**config.mk**
```make
export PLATFORM = sky130hd
export DESIGN_NAME = div8191_arbiter
export DESIGN_NICKNAME = d
export VERILOG_FILES = /design/src/rtl/div8191_arbiter.sv
export SDC_FILE = /design/constraint.sdc
export NUM_CORES = 1
export LEC_CHECK = 0
export ABC_AREA = 0
export BUFFER_PORTS_ARGS = -buffer_cell sky130_fd_sc_hd__clkbuf_2
export CORE_MARGIN = 4
export CORE_UTILIZATION = 45
export DETAILED_ROUTE_END_ITERATION = 10
export HOLD_SLACK_MARGIN = 0.06
export PLACE_DENSITY = 0.79
export SLEW_MARGIN = 20
export SYNTH_ARGS = -nofsm -noshare
export SYNTH_HDL_FRONTEND = slang
export SYNTH_SLANG_ARGS = --single-unit
```
**constraint.sdc**
```tcl
create_clock -name clk -period 10.97 [get_ports clk]
set_input_delay 2.194 -clock clk [delete_from_list [all_inputs] [get_ports clk]]
set_output_delay 2.194 -clock clk [all_outputs]
set_load 0.05 [all_outputs]
```
**src/rtl/div8191_arbiter.sv**
```systemverilog
// Multi-requester divide-by-8191 unit: one shared datapath behind a 2-stage valid/ready pipeline.
// Optional feature: define DIV8191_ARB_RR_EN for round-robin arbitration (default is fixed priority).
module div8191_arbiter #(
  parameter int ID_W = 2
) (
  input  logic                       clk,
  input  logic                       rst,
  input  logic [(2**ID_W)-1:0]       req_valid,
  input  logic [32*(2**ID_W)-1:0]    req_x,
  output logic [(2**ID_W)-1:0]       req_ready,
  output logic                       res_valid,
  input  logic                       res_ready,
  output logic [19:0]                res_q,
  output logic [12:0]                res_r,
  output logic [ID_W-1:0]            res_id,
  output logic                       busy,
  output logic [15:0]                done_cnt
);

  localparam int NREQ = 2**ID_W;

  // x/8191 = x/2^13 * (1 + 2^-13 + ...); the two-term estimate undershoots by at most 2, fixed up below.
  function automatic logic [32:0] div8191(input logic [31:0] x);
    logic [19:0] q;
    logic [32:0] rem;
    logic        c;
    q   = 20'(x >> 13) + 20'(x >> 26);
    rem = {1'b0, x} - ({q, 13'd0} - {13'd0, q});
    for (int i = 0; i < 2; i++) begin
      c   = (rem >= 33'd8191);
      rem = c ? (rem - 33'd8191) : rem;
      q   = q + {19'd0, c};
    end
    return {q, rem[12:0]};
  endfunction

  logic              r_s1_v;
  logic [31:0]       r_s1_x;
  logic [ID_W-1:0]   r_s1_id;
  logic              r_s2_v;
  logic [19:0]       r_q;
  logic [12:0]       r_r;
  logic [ID_W-1:0]   r_id;
  logic [15:0]       r_done_cnt;

  logic              w_s2_load;
  logic              w_s1_accept;
  logic              w_gnt_any;
  logic [ID_W-1:0]   w_gnt_id;
  logic [ID_W-1:0]   w_start;
  logic [31:0]       w_sel_x;
  logic              w_hs;
  logic [32:0]       w_div;

`ifdef DIV8191_ARB_RR_EN
  logic [ID_W-1:0]   r_ptr;

  // Round-robin pointer holds the index after the last grant.
  always_ff @(posedge clk) begin
    if (rst) begin
      r_ptr <= '0;
    end else if (w_hs) begin
      r_ptr <= w_gnt_id + ID_W'(1);
    end
  end

  assign w_start = r_ptr;
`else
  assign w_start = '0;
`endif

  assign w_s2_load   = r_s1_v && (!r_s2_v || res_ready);
  assign w_s1_accept = !r_s1_v || w_s2_load;

  // Grant search from w_start, wrapping over all requesters.
  always_comb begin
    logic [ID_W-1:0] v_idx;
    logic            v_hit;
    w_gnt_any = 1'b0;
    w_gnt_id  = '0;
    v_idx     = '0;
    v_hit     = 1'b0;
    for (int i = 0; i < NREQ; i++) begin
      v_idx     = w_start + ID_W'(i);
      v_hit     = req_valid[v_idx] && !w_gnt_any;
      w_gnt_id  = v_hit ? v_idx : w_gnt_id;
      w_gnt_any = w_gnt_any | v_hit;
    end
  end

  // Dividend mux for the granted requester.
  always_comb begin
    w_sel_x = '0;
    for (int i = 0; i < NREQ; i++) begin
      w_sel_x = (w_gnt_id == ID_W'(i)) ? req_x[32*i +: 32] : w_sel_x;
    end
  end

  assign req_ready = (!rst && w_s1_accept && w_gnt_any)
                     ? ({{(NREQ-1){1'b0}}, 1'b1} << w_gnt_id) : '0;
  assign w_hs      = |(req_valid & req_ready);
  assign w_div     = div8191(r_s1_x);

  // Stage 1: accepted dividend and requester id.
  always_ff @(posedge clk) begin
    if (rst) begin
      r_s1_v  <= 1'b0;
      r_s1_x  <= 32'd0;
      r_s1_id <= '0;
    end else if (w_s1_accept) begin
      r_s1_v  <= w_hs;
      r_s1_x  <= w_sel_x;
      r_s1_id <= w_gnt_id;
    end
  end

  // Stage 2: registered result, held while downstream stalls.
  always_ff @(posedge clk) begin
    if (rst) begin
      r_s2_v <= 1'b0;
      r_q    <= 20'd0;
      r_r    <= 13'd0;
      r_id   <= '0;
    end else if (w_s2_load) begin
      r_s2_v <= 1'b1;
      r_q    <= w_div[32:13];
      r_r    <= w_div[12:0];
      r_id   <= r_s1_id;
    end else if (res_ready) begin
      r_s2_v <= 1'b0;
    end
  end

  // Delivered-result counter, wraps naturally at 16 bits.
  always_ff @(posedge clk) begin
    if (rst) begin
      r_done_cnt <= 16'd0;
    end else if (r_s2_v && res_ready) begin
      r_done_cnt <= r_done_cnt + 16'd1;
    end
  end

  assign res_valid = r_s2_v;
  assign res_q     = r_q;
  assign res_r     = r_r;
  assign res_id    = r_id;
  assign busy      = r_s1_v | r_s2_v;
  assign done_cnt  = r_done_cnt;

endmodule

```
# Word level (Yosys, flattened, before mapping)
# Index checks and enable logic that the tools add are counted.
# totals
inputBits	135
out_inout_bits	57
ff_bits	87
word_cells	57
# classes
n_shift	1
eq_ne	3
n_addsub	8
bitwise	5
mux	12
n_lt_le_gt_ge	2
reduce_logical	18
# ops
cell	count
32-bit two-way mux	4
33-bit by 13-bit >= comparator with 1-bit output, second input constant	2
20-bit by 1-bit adder with 20-bit output	2
33-bit two-way mux	1
32-bit by 33-bit subtractor with 33-bit output	1
33-bit by 13-bit subtractor with 33-bit output, second input constant	1
33-bit by 20-bit subtractor with 33-bit output	1
19-bit by 6-bit adder with 20-bit output	1
16-bit by 1-bit adder with 16-bit output, second input constant	1
13-bit two-way mux	1
13-bit subtractor, second input constant	1
1-bit logical AND	7
1-bit zero test	6
4-bit AND	1
2-bit equality test, second input constant	2
2-bit two-way mux	2
4-bit two-way mux	1
1-bit bitwise OR	4
4-bit OR reduction	1
1-bit by 2-bit left shift with 4-bit output, first input constant	1
1-bit two-way mux	3
2-bit by 1-bit equality test with 1-bit output, second input constant	1
2-bit zero test	1
1-bit logical OR	2
2-bit nonzero test	1

# Longest topological paths before layout
# Gate-level depths: netlist of the first run.
# logic_depth
word_depth	14
depth_mapped	42
mapped_depth_nobuf	38

# Worst setup path after synthesis of the first run
# OpenSTA, ideal clock, no wires.
# synth_path
kind	flip-flop to flip-flop
startpoint	reg r_s1_x[26]
endpoint	reg r_q[18], in the netlist res_q[18]
arrival_time_ps	8557
required_ps	10884
period_less_slack_ps	8643
setup_time_ps	86
path_buffers	1
slack_ps	2327
path_stages_with_launch	37
path_cell_list	dfxtp_1 -> ha_1 -> fa_1 -> a21o_1 -> a21oi_1 -> o21bai_1 -> a21oi_1 -> nor2b_1 -> and3_1 -> ha_1 -> fa_1 -> ha_1 -> and2_1 -> buf_2 -> and3_1 -> o211ai_2 -> a211oi_1 -> o31ai_2 -> xnor2_1 -> or4_1 -> or4b_2 -> o21ai_0 -> ha_1 -> o21a_1 -> a31oi_1 -> inv_1 -> fa_1 -> ha_1 -> and3_1 -> and3_1 -> nand3_1 -> nor4_1 -> nand3_1 -> nor2_1 -> nand3_1 -> xor2_1 -> a211oi_1
# synth_via
elab_chain_cells	7
word_cells_on_any_way	9
classes_between	add/sub (6); order compare (2); mux (1)
# synth_rtl
item	line	source
start, declared	38	logic [31:0] r_s1_x;
start signal, assigned	112	r_s1_x <= w_sel_x;
19-bit by 6-bit adder with 20-bit output	27	q = 20'(x >> 13) + 20'(x >> 26);
33-bit by 20-bit subtractor with 33-bit output	28	rem = {1'b0, x} - ({q, 13'd0} - {13'd0, q});
32-bit by 33-bit subtractor with 33-bit output	28	
33-bit by 13-bit subtractor with 33-bit output or 33-bit by 13-bit >= comparator with 1-bit output (tied branches)	31, 30	
33-bit two-way mux	31	rem = c ? (rem - 33'd8191) : rem;
33-bit by 13-bit >= comparator with 1-bit output	30	c = (rem >= 33'd8191);
20-bit by 1-bit adder with 20-bit output *	32	q = q + {19'd0, c};
end signal, assigned	126	r_q <= w_div[32:13];
end, declared	41	logic [19:0] r_q;
# Mark *: on every way between the ends. The rest lies on a longest branch, timed or not.
# A chain may end at the register's enable or synchronous reset.

# Worst setup path in the final report of the first run
# Ends and elaborated chain as after synthesis.

==> flow_metrics.tcl, run 1 <==
set metrics [dict create \
    synth_commonest_cells "112 x nor2_1, 90 x nand2_1, 87 x dfxtp_1, 78 x o21ai_0, 68 x inv_1" \
    root_buffer "clkbuf_16" \
    area_growth_pct 15.4 \
    yosysMostFrequentCell "nor2_1" \
    synth_top_area_frac 0.192 \
    synth_edf_count 0 \
    synthArstFlopShare 0 \
    clk_path_buf_depth 2 \
    die-area_um2 22500 \
    synth_fp_nets 1422 \
    cp_top_family "simple AND/OR/NAND/NOR gates" \
    vias 9763 \
    globalRouteMet3Util 0.0303 \
    ctsResizeCount 0 \
    wirelength_mm 29.2 \
    clock_skew_ns 0.0138 \
    clkTransAtPathRegs_ns 0.07 \
    crit_top_cell "ha_1" \
    nFillCells 1921 \
    die_w_um 150 \
    io_buffers 191 \
    critPathBufInv 3 \
    finalSetupTns_ns 0 \
    clkLatencyLatePin_ns 0.35 \
    timing.final.crit_share 0.901 \
    synth_seq_cells 87 \
    place_ws_ns 1.29 \
    p_leak_nw 4.50 \
    n_antenna_cell 0 \
    yosys.cell_types.count 91 \
    p_per_area_nw_per_um2 185 \
    avgSynthCellArea_um2 7.47 \
    finalMaxSlewViolations 0 \
    final_util 0.532 \
    core_area_um2 19700 \
    ant_nets 0 \
    final_nets 1564 \
    die_height_um 150 \
    arrival_ns 10.15 \
    overflow 0 \
    yosys_most_used_dff "dfxtp_1" \
    viasPerCell 6.00 \
    start_kind "flip-flop" \
    synthCells 1214 \
    hold_violations 0 \
    clkSinkCount 87 \
    drive_gt1_frac 0.193 \
    setup_slack_ns 1.09 \
    drt-pass1-iter-count 7 \
    max_slew_margin 0.338 \
    cts_hold_repair.buffers 0 \
    yosys-top-cells-area "dfxtp_1 19%, ha_1 9.1%, a22oi_1 5.5%" \
    start_util 0.462 \
    yosysWarnings 0 \
    rrSetupSlack_ns 1.09 \
    total_power_w 0.00194 \
    grt_pass1_wl_mm 46.1 \
    drt_iter0_drc 687 \
    critPathCaptureType "flip-flop" \
    crit_fanout 11 \
    critPathKind "reg -> reg" \
    fmax_ghz 0.101 \
    top_usage_layer "met2" \
    crit_path_top_delay_cell "a222oi_1" \
    tightestPinTransition_ns 0.988 \
    yosysTopAreaCell "dfxtp_1" \
    fin_crit_ns 9.88 \
    htree_levels 3 \
    multi_input_area_um2 6800 \
    dp_hpwl_mm 23.7 \
    outcome "finished, final reports clean" \
    antenna_found_initial 0 \
    grt_max_degree 79 \
    ir_drop_mv 0.0903 \
    cts_made_buffers 9 \
    first_global_vias 8929 \
    grt_util_met1 0.325 \
    placed_area_um2 10100 \
    use_met2 0.447 \
    route.detailed.drc 0 \
    maxCapViolCount 0 \
    gp_congestion 0.996 \
    finalSetupViolCount 0 \
    synthesis.area_um2 9070 \
    rows 51 \
    cts_setup_buffers 0 \
    ios 192 \
    post_drt_wl_per_cell_um 18.0 \
    final-seq-area_um2 1740 \
    track_usage 0.253 \
    ys_seq_area_frac 0.192 \
    cp.required_ns 11.24 \
    rsz0062_at_grt "false" \
    max_stage_delay_ns 0.75 \
    min_path_type "reg -> reg" \
    finalInstanceArea_um2 10500 \
    tritoncts "done" \
]
==> cell type report <==
class                   count  share of cell area
clock inverters             7             0.00909
inverters                  68              0.0244
clock buffers               9              0.0215
flip-flops and latches     87               0.166
well taps                 265              0.0317
repair buffers            199              0.0971
multi-input cells         991               0.650
==> flip-flops by register name, summed over array words and instances (netlist names) <==
signal and flops:
done_cnt 16, r_s1_id 2, r_s1_v 1, r_s1_x 32
res_id 2, res_q 20, res_r 13, res_valid 1
==> worst paths after layout <==
path / from / end / depth (start not counted)
max: r_s1_x[26]$_SDFFE_PP0N_ / res_q[18]$_SDFFE_PP0P_ / 37
min: res_q[0]$_SDFFE_PP0P_ / res_q[0]$_SDFFE_PP0P_ / 2
max reg2reg: r_s1_x[26]$_SDFFE_PP0N_ / res_q[18]$_SDFFE_PP0P_ / 37
min reg2reg: res_q[0]$_SDFFE_PP0P_ / res_q[0]$_SDFFE_PP0P_ / 2
==> worst register-to-register path: cells and delay by family, from the launching register on <==
kind,cells,cell delay (ns)
AOI/OAI and AO/OA,12,3.18
xor gates and xnor gates,1,0.16
and+or+nand+nor,13,3.37
DFF,1,0.39
adders and majority gates,8,2.45
buffers and inverters,3,0.27
==> per-layer routing <==
layer  share of wire  vias up  wire length (µm)
li1                -     4797                 -
met1            0.43     4548             12600
met2            0.49      382             14400
met3           0.059       36              1720
met4           0.020        0               594
met5               0        -                 0
==> stage by stage <==
| stage | instances | hold slack (ns) |
|---|---|---|
| 2_1_floorplan | 1214 | 0.432 |
| 3_3_place_gp | 1610 | 0.448 |
| 3_5_place_dp | 1610 | 0.460 |
| 4_1_cts | 1626 | 0.471 |
| 5_1_grt | 1626 | 0.489 |
| 6_report | 1626 | 0.462 |
==> power breakdown <==
group          total [W]  leakage, nW  internal [W]  switching [W]
clock           0.000327        0.158      0.000184       0.000143
combinational    0.00124         3.62      0.000408       0.000829
sequential      0.000376        0.717      0.000349      0.0000267
==> layout by cell type (no fill, tap or decap), types with 6 or more instances in the layout <==
master | synthesis | routed
and2_1 | 14 | 14
mux2i_1 | 8 | 8
nor4_1 | 11 | 11
clkbuf_2 | 0 | 191
ha_1 | 66 | 66
a21oi_1 | 67 | 67
a21o_1 | 13 | 13
o31ai_1 | 6 | 6
nor3_1 | 30 | 30
a31oi_1 | 14 | 14
a211oi_1 | 24 | 24
nand4_1 | 24 | 24
nor2_1 | 112 | 112
clkbuf_16 | 0 | 9
buf_4 | 0 | 8
o21ai_1 | 13 | 13
nor2b_1 | 8 | 6
xnor2_1 | 56 | 56
o211ai_1 | 41 | 41
a22oi_1 | 66 | 66
xor2_1 | 25 | 25
nand2_1 | 90 | 89
nand3_1 | 30 | 30
and4_1 | 12 | 12
inv_1 | 68 | 68
o2111ai_1 | 6 | 6
nand2b_1 | 10 | 10
or3_1 | 17 | 17
o21ai_0 | 78 | 78
fa_1 | 7 | 7
and3_1 | 33 | 33
dfxtp_1 | 87 | 87
==> cells by family (layout without fill, tap and decap cells) <==
group	after synthesis	count (layout)	synth area share
AND/OR/NAND/NOR	419	419	0.236
AO/OA/AOI/OAI	407	407	0.313
flip-flops	87	87	0.192
buffers and inverters	136	283	0.0612
XOR/XNOR	81	81	0.0782
multiplexers	11	11	0.0126
adder cells (fa/ha/maj)	73	73	0.106
Power figures use the tool's default switching activity.
==> run 2: changes to the inputs <==
--- a/config.mk
+++ b/config.mk
@@ -12,6 +12,7 @@
 export DETAILED_ROUTE_END_ITERATION = 10
 export HOLD_SLACK_MARGIN = 0.06
 export PLACE_DENSITY = 0.79
+export REMOVE_ABC_BUFFERS = 1
 export SLEW_MARGIN = 20
 export SYNTH_ARGS = -nofsm -noshare
 export SYNTH_HDL_FRONTEND = slang
==> run 2 against run 1 <==
Sequential power is essentially flat. First-iteration DRC count is 7.7% lower. Count of clock-buffer cells in the layout stayed put. Final cell count is 0.12% higher. Clock power about the same. Critical path type unchanged.
==> flow_metrics.tcl, run 2 (synthesis gave the netlist of run 1 again) <==
set metrics [dict create \
    final_nets 1566 \
    finalSetupViolCount 0 \
    cp.required_ns 11.24 \
    crit_path_top_delay_cell "or4b_2" \
    ant_nets 0 \
    n_antenna_cell 0 \
    core_area_um2 19700 \
    hold_violations 0 \
    max_stage_delay_ns 0.73 \
    die_height_um 150 \
    clock_skew_ns 0.0137 \
    ios 192 \
    cts_made_buffers 9 \
    rows 51 \
    p_per_area_nw_per_um2 181 \
    crit_fanout 11 \
    timing.final.crit_share 0.925 \
    antenna_found_initial 0 \
    layout_common_cells "191 x clkbuf_2, 112 x nor2_1, 89 x nand2_1" \
    route.detailed.drc 0 \
    dp_hpwl_mm 22.6 \
    cts_hold_repair.buffers 0 \
    arrival_ns 10.42 \
    p_leak_nw 4.49 \
    drt-pass1-iter-count 5 \
    total_power_w 0.00189 \
    vias 9564 \
    finalMaxSlewViolations 0 \
    gp_congestion 0.962 \
    placed_area_um2 10200 \
    overflow 0 \
    start_kind "flip-flop" \
    area_growth_pct 15.3 \
    root_buffer "clkbuf_16" \
    clkTransAtPathRegs_ns 0.08 \
    tritoncts "done" \
    finalInstanceArea_um2 10500 \
    min_path_type "reg -> reg" \
    die_w_um 150 \
    track_usage 0.238 \
    ir_drop_mv 0.0799 \
    ctsResizeCount 0 \
    rsz0062_at_grt "false" \
    drt_iter0_drc 634 \
    drive_gt1_frac 0.194 \
    tightestPinTransition_ns 0.858 \
    die-area_um2 22500 \
    max_slew_margin 0.423 \
    first_global_vias 8660 \
    clkLatencyLatePin_ns 0.36 \
    wirelength_mm 27.7 \
    fin_crit_ns 10.15 \
    outcome "finished, final reports clean" \
    critPathKind "reg -> reg" \
    grt_max_degree 66 \
    largest_reg_flops 32 \
    htree_levels 3 \
    start_util 0.462 \
    critPathCaptureType "flip-flop" \
    clkSinkCount 87 \
    crit_top_cell "ha_1" \
    io_buffers 191 \
    post_drt_wl_per_cell_um 17.0 \
    final_common_cell "clkbuf_2" \
    viasPerCell 5.87 \
    top_register "r_s1_x" \
    clk_path_buf_depth 2 \
    grt_pass1_wl_mm 43.6 \
    cts_setup_buffers 0 \
    finalSetupTns_ns 0 \
    fmax_ghz 0.0986 \
    maxCapViolCount 0 \
]
run 2: cell types whose count changed in the layout (fill, tap and decap cells not counted):
cell	change
inv_8	+1
clkinv_4	+2
inv_6	-3
buf_4	+2
nand2_4	-1
clkinvlp_4	+1
bufinv_16	-1
nand2_2	+1
run 2: worst paths after layout:
| kind | from | to | slack (ns) | cells past startpoint |
|---|---|---|---|---|
| worst max-delay path | r_s1_x[26]$_SDFFE_PP0N_ | res_q[18]$_SDFFE_PP0P_ | 0.82 | 37 |
| worst min-delay path | res_q[2]$_SDFFE_PP0P_ | res_q[2]$_SDFFE_PP0P_ | 0.46 | 2 |
| worst max register to register | r_s1_x[26]$_SDFFE_PP0N_ | res_q[18]$_SDFFE_PP0P_ | 0.82 | 37 |
| worst min register to register | res_q[2]$_SDFFE_PP0P_ | res_q[2]$_SDFFE_PP0P_ | 0.46 | 2 |
run 2: power breakdown:
part,leakage (nW),switching (W),internal (W)
registers,0.717,0.0000257,0.000349
clock network,0.144,0.000164,0.000162
logic,3.63,0.000786,0.000407
total,4.49,0.000976,0.000918
run 2: metrics by stage:
| step | hold slack (ns) | instances | setup WS [ns] | util |
|---|---|---|---|---|
| after CTS | 0.456 | 1628 | 0.915 | 0.532 |
| after floorplan | 0.426 | 1146 | 2.19 | - |
| after detailed placement | 0.453 | 1612 | 0.988 | 0.517 |
| after global placement | 0.440 | 1612 | 1.17 | 0.517 |
| final | 0.459 | 1628 | 0.824 | 0.532 |
| after global routing | 0.480 | 1628 | 0.102 | 0.532 |
run 2: cell type report:
class | count | area, µm²
sequential | 87 | 1740
multi-input combinational | 991 | 6800
clock inverter | 7 | 75.1
clock buffer | 9 | 225
timing repair buffer | 201 | 1030
inverter | 68 | 255
fill | 1942 | 9200
tap | 265 | 332
run 2: critical path, delay by kind of cell (launching register included):
family                   cells  cell delay (ns)
flip-flops                   1             0.41
AO/OA/AOI/OAI               12             3.12
XOR/XNOR                     1             0.17
buffers and inverters        3             0.23
AND/OR/NAND/NOR             13             3.62
adder cells (fa/ha/maj)      8             2.50
run 2: per-layer routing:
metal | GRT usage | routed length (µm)
met3 | 0.0348 | 1800
met1 | 0.309 | 12000
met4 | 0.0837 | 729
met5 | 0 | 0
met2 | 0.400 | 13100
